**config.mk**
```make
export PLATFORM = sky130hd
export DESIGN_NAME = seq_shift_add_multiplier
export DESIGN_NICKNAME = d
export VERILOG_FILES = /design/src/rtl/seq_shift_add_multiplier.sv
export SDC_FILE = /design/constraint.sdc
export NUM_CORES = 1
export LEC_CHECK = 0
export CORE_MARGIN = 4
export CORE_UTILIZATION = 25
export DETAILED_ROUTE_END_ITERATION = 10
export PLACE_DENSITY = 0.43
export SLEW_MARGIN = 20
export SYNTH_ARGS = -nofsm -noshare
export SYNTH_HDL_FRONTEND = slang
export SYNTH_SLANG_ARGS = --single-unit
export TNS_END_PERCENT = 20
```
**constraint.sdc**
```tcl
create_clock -name clock -period 5.3 [get_ports clock]
set_input_delay 1.06 -clock clock [delete_from_list [all_inputs] [get_ports clock]]
set_output_delay 1.06 -clock clock [all_outputs]
set_load 0.1 [all_outputs]
```
**src/rtl/seq_shift_add_multiplier.sv**
```systemverilog
// seq_shift_add_multiplier: N-cycle shift-add multiplier with start/ready/done handshake.
// Define SEQ_MULT_SIGNED_EN to add the signed_op port and radix-2 Booth signed mode.
module seq_shift_add_multiplier #(
  parameter int N = 8
) (
  input  logic           clock,
  input  logic           reset,
  input  logic           start,
  input  logic [N-1:0]   multiplicand,
  input  logic [N-1:0]   multiplier,
`ifdef SEQ_MULT_SIGNED_EN
  input  logic           signed_op,
`endif
  output logic           ready,
  output logic           busy,
  output logic           done,
  output logic [2*N-1:0] product
);
  localparam int CW = $clog2(N + 1);
  localparam logic [1:0] IDLE = 2'd0, RUN = 2'd1, DONE = 2'd2;
  logic [1:0] state;
  logic [N-1:0] a, q, m;
  logic [CW-1:0] cnt;
  logic [N:0] s;
  logic go;
  assign ready = state == IDLE;
  assign busy = state == RUN;
  assign done = state == DONE;
  // The edge that leaves DONE may already accept the next op, giving N+1-cycle throughput.
  assign go = start && (state == IDLE || state == DONE);
`ifdef SEQ_MULT_SIGNED_EN
  logic q_1, sg;
  logic [N:0] ax, mx;
  assign ax = {a[N-1], a};
  assign mx = {m[N-1], m};
  always_comb
    s = !sg ? (q[0] ? {1'b0, a} + {1'b0, m} : {1'b0, a})
            : ({q[0], q_1} == 2'b10 ? ax - mx : {q[0], q_1} == 2'b01 ? ax + mx : ax);
  always_ff @(posedge clock or posedge reset)
    if (reset) begin
      q_1 <= 1'b0;
      sg <= 1'b0;
    end else if (go) begin
      q_1 <= 1'b0;
      sg <= signed_op;
    end else if (state == RUN) begin
      q_1 <= q[0];
    end
`else
  always_comb s = q[0] ? {1'b0, a} + {1'b0, m} : {1'b0, a};
`endif
  // Both modes share the same shift: the N+1-bit sum drops its LSB into Q.
  always_ff @(posedge clock or posedge reset)
    if (reset) begin
      state <= IDLE;
      a <= '0;
      q <= '0;
      m <= '0;
      cnt <= '0;
      product <= '0;
    end else if (go) begin
      a <= '0;
      q <= multiplier;
      m <= multiplicand;
      cnt <= CW'(N);
      state <= RUN;
    end else if (state == RUN) begin
      a <= s[N:1];
      q <= {s[0], q[N-1:1]};
      cnt <= cnt - 1'b1;
      if (cnt == CW'(1)) begin
        product <= {s[N:1], s[0], q[N-1:1]};
        state <= DONE;
      end
    end else if (state == DONE) begin
      state <= IDLE;
    end
endmodule
```
# Word level (Yosys, flattened, before mapping)
# Index checks and enable logic that the tools add are counted.
dict set report classes {
  add_sub_neg 2
  mul 0
  div_mod_pow 0
  n_lt_le_gt_ge 0
  n_eq_ne 4
  shift 0
  n_mux 11
  bitwise 1
  n_reduce_logical 7
}
# cell n
set op_table {}
lappend op_table {{2-to-1 mux 8 bit} 4}
lappend op_table {{adder 8 x 8 -> 9 bit} 1}
lappend op_table {{2-to-1 mux 9 bit} 1}
lappend op_table {{2-to-1 mux 2 bit} 4}
lappend op_table {{2-to-1 mux 4 bit} 2}
lappend op_table {{equality test 4 x 1 -> 1 bit, second input constant} 1}
lappend op_table {{subtractor 4 x 1 -> 4 bit, second input constant} 1}
lappend op_table {{!= test 3 x 1 -> 1 bit, second input constant} 1}
lappend op_table {{AND reduction 3 bit} 1}
lappend op_table {{nonzero test 3 bit} 1}
lappend op_table {{equality test 2 x 1 -> 1 bit, second input constant} 1}
lappend op_table {{equality test 2 bit, second input constant} 1}
lappend op_table {{zero test 2 bit} 1}
lappend op_table {{AND reduction 2 bit} 1}
lappend op_table {{nonzero test 2 bit} 1}
lappend op_table {{logical AND 1 bit} 1}
lappend op_table {{logical OR 1 bit} 1}
lappend op_table {{inverter 1 bit} 1}
dict set report totals {
  reg_bits 46
  latch_bits 0
  ram_bits 0
  rom_bits 0
  inputBits 19
  out_inout_bits 19
  mem_count 0
}

# Logic depth before layout (Yosys ltp)
dict set report logic_depth {
  depth_word 5
  depth_mapped 7
  depth_no_buf 7
}

# Worst setup path before layout
# No wires, ideal clock.
dict set report synth_path {
  path_type {register -> output}
  from {register state[1]}
  to {output busy}
  t_arrival_ns 1.287
  t_required_ns 4.240
  slack_ns 2.953
  path_stages_with_launch 3
  cell_sequence {dfrtp_1 > inv_1 > ha_1}
}
dict set report synth_via {
  elab_chain_cells 1
}
# item line_no
set synth_rtl {}
lappend synth_rtl {{start, declared} 21} ;# logic [1:0] state;
lappend synth_rtl {{start signal, assigned} 55} ;# state <= IDLE;
lappend synth_rtl {{start signal, assigned} 66} ;# state <= RUN;
lappend synth_rtl {{start signal, assigned} 73} ;# state <= DONE;
lappend synth_rtl {{equality test 2 x 1 -> 1 bit} 27} ;# assign busy = state == RUN;
lappend synth_rtl {{end, declared} 15} ;# output logic busy,
# Every way passes these cells.

# Final worst setup path
# Same ends and word-level chain as after synthesis.

==> summary.txt <==
Run status
  • Status: completed

Min path
  • Worst Hold Class: reg -> reg
  • Min-Delay Path Depth: 2
  • Hold Startpoint: product[3]$_DFFE_PP0P_

Flow run
  • Max cap viols: 0

Floorplanning
  • I/O pin cnt: 38
  • Core Rows: 34
  • Horiz. Die Dim: 104 µm
  • Core area: 0.00889 mm²
  • Initial core utilization: 0.261
  • Die ar.: 0.0109 mm²
  • Die H: 104 µm

Routing
  • WL final: 5230 µm
  • Routed Antenna Nets: 0
  • Routed via count: 1,731
  • Vias per inst: 4.46
  • Drt wl/cell: 13.5 µm
  • DRC Markers: 0
  • Initial DRT Pass Iterations: 4
  • Iter 0 DRT Violations: 42

Worst setup path
  • CP Data Required Time: 4.24 ns
  • Reg2Reg Depth: 7
  • Endpoint class of the critical path: primary output
  • Worst reg-to-reg setup slack: 3.11 ns
  • CP startpoint kind: flop
  • Endpoint arrival time on the critical path: 2.47 ns
  • R2R Path Start: a[0]$_DFFE_PP0P_
  • CP Class: reg -> out
  • CP max FO: 33
  • Worst setup startpoint: state[1]$_DFFE_PP0P_

Logic synthesis
  • Top cell type's share of synthesized area: 0.495
  • Syn nets: 277
  • Syn Inst Count: 244
  • Distinct cells, synth: 32
  • Synth warnings: 0
  • Synth area leaders: dfrtp_1 (50%), nand2_1 (11%), ha_1 (7.0%), mux2i_1 (6.0%), o21ai_0 (4.3%)
  • Mean Syn Cell Area: 9.53 µm²
  • #FFs+latches synth: 46
  • Seq/Total Area, Yosys: 0.495
  • Most used DFF post-synth: dfrtp_1
  • Cell taking the most area after synthesis: dfrtp_1
  • EDFF count, synth: 0
  • Cell Area, Synth: 0.00232 mm²
  • FFs w/ async S/R, synth: 1.00

Cells and area
  • Nets: 312
  • Fillers: 964
  • N_diodes: 0
  • Register area: 0.00115 mm²
  • Multi-input logic area: 0.00111 mm²
  • Layout cells sized above 1: 0.0536
  • Final cell utilization of the core: 0.326
  • Area Growth Syn to Fin: 24.7%

Clock network
  • # Post-CTS Setup Buffers: 0
  • Clock Path Buffers: 2
  • CTS tree: yes
  • Post-CTS Hold Buffers: 0
  • Root Buffer: clkbuf_8
  • CTS resizes: 0
  • Num CTS Buffers: 5
  • Clk_lat worst skew: 0.29 ns
  • Clock Sink Count: 46
  • Worst-path clk slew: 0.09 ns
  • Htree depth: 2

STA
  • Clk_skew: 0.00860 ns
  • Worst Tran Pin Value: 0.972 ns
  • Setup TNS: 0 ns
  • Unrepaired setup endpoints after global routing: false
  • Final Slew Violations: 0
  • Hold Fails Final Rpt: 0
  • Setup violations, final: 0
  • Hold WS: 0.478 ns
  • Final period util: 0.666
  • Min Tclk post-route: 3.53 ns
  • Slew HR: 0.350
  • Peak Freq: 0.283 GHz

Global routing
  • Pin count of the biggest net entering global routing: 47
  • Initial antenna violation count: 0
  • Grt ovf: 0
  • First-pass GRT wire length: 8930 µm
  • Vias in the first global route: 1,785
  • GR Util All Layers: 0.102

Placement
  • DPL Wire Length: 3670 µm
  • GPL Wtd Cong: 0.761
  • Port bufs: 37
## path summary, 6_finish.rpt
path	end
worst max-delay path	busy
worst min-delay path	product[3]$_DFFE_PP0P_
worst min register to register	product[3]$_DFFE_PP0P_
max in group asynchronous	product[5]$_DFFE_PP0P_
worst max register to register	product[15]$_DFFE_PP0P_
min in group asynchronous	product[13]$_DFFE_PP0P_
## cell usage after synthesis, types with 2 or more instances
| cell type | n |
|---|---|
| buf_2 | 3 |
| nor2_1 | 11 |
| a211oi_1 | 3 |
| clkbuf_1 | 8 |
| xor2_1 | 2 |
| o21a_1 | 3 |
| a21oi_1 | 10 |
| xnor2_1 | 6 |
| a21o_1 | 4 |
| dfrtp_1 | 46 |
| nand2b_1 | 3 |
| o211ai_1 | 2 |
| ha_1 | 13 |
| o21ai_1 | 8 |
| nor3_1 | 2 |
| mux2i_1 | 14 |
| o21ai_0 | 20 |
| nand2_1 | 68 |
| inv_1 | 5 |
## stage by stage
stage | area [µm²] | worst slack [ns] | std cells
2_1_floorplan | 2320 | 2.95 | 244
3_3_place_gp | 2800 | 2.08 | 380
3_5_place_dp | 2800 | 2.07 | 380
4_1_cts | 2900 | 1.73 | 388
5_1_grt | 2900 | 1.64 | 388
6_report | 2900 | 1.77 | 388
## metal layers
layer / vias to the layer above / GRT usage / wire length [µm]
li1: 895 / - / -
met1: 805 / 0.139 / 2670
met2: 26 / 0.156 / 2300
met3: 5 / 0.0255 / 172
met4: 0 / 0.0342 / 78
met5: - / 0 / 0
## flip-flops by register name (all words and copies together), names as in the netlist
| register | count |
|---|---|
| a | 8 |
| cnt | 4 |
| m | 8 |
| product | 16 |
| q | 8 |
| state | 2 |
## cell type report
class | instances | area share
well taps | 108 | 0.0466
clock inverters | 1 | 0.00173
multi-input cells | 181 | 0.382
clock buffers | 7 | 0.0298
repair buffers | 40 | 0.136
inverters | 5 | 0.00691
flip-flops and latches | 46 | 0.397
## placed cells by master (no fill, tap or decap)
cell              n
o21a_1            2
xnor2_1           6
a21o_1            4
inv_1             4
clkbuf_1          1
clkinv_2          2
and4b_1           1
mux2_4            1
dfrtp_1          46
o211ai_1          2
clkbuf_8          6
a211oi_1          3
mux2i_1          14
a311oi_1          1
mux2_1            1
fa_1              1
o21ai_1           8
o21bai_2          1
nand2b_1          3
o21a_2            1
clkdlybuf4s50_1  37
xor2_1            2
a21oi_1          10
nor3_1            2
nor2b_1           1
o211a_1           1
a221oi_2          1
nand3b_1          1
o21ai_0          20
ha_1             13
nor2_1           11
and3_1            1
buf_4             3
or2_1             1
nand2_1          68
## cell families after synthesis
logic type	share of synthesized area
AOI/OAI and AO/OA	0.140
xor gates and xnor gates	0.0301
adders and majority gates	0.0786
buffers and inverters	0.0291
DFF	0.495
muxes	0.0716
and+or+nand+nor	0.156
## worst max-delay path, cell delays in order, from the launching register on
cell,delay [ns]
dfrtp_1,0.40
inv_1,0.08
ha_1,0.14
buf_4,0.35
clkdlybuf4s50_1,1.22
Power is left out: the tool's default activity adds up to more than one toggle a clock period on the data nets, which glitch-free logic cannot reach.
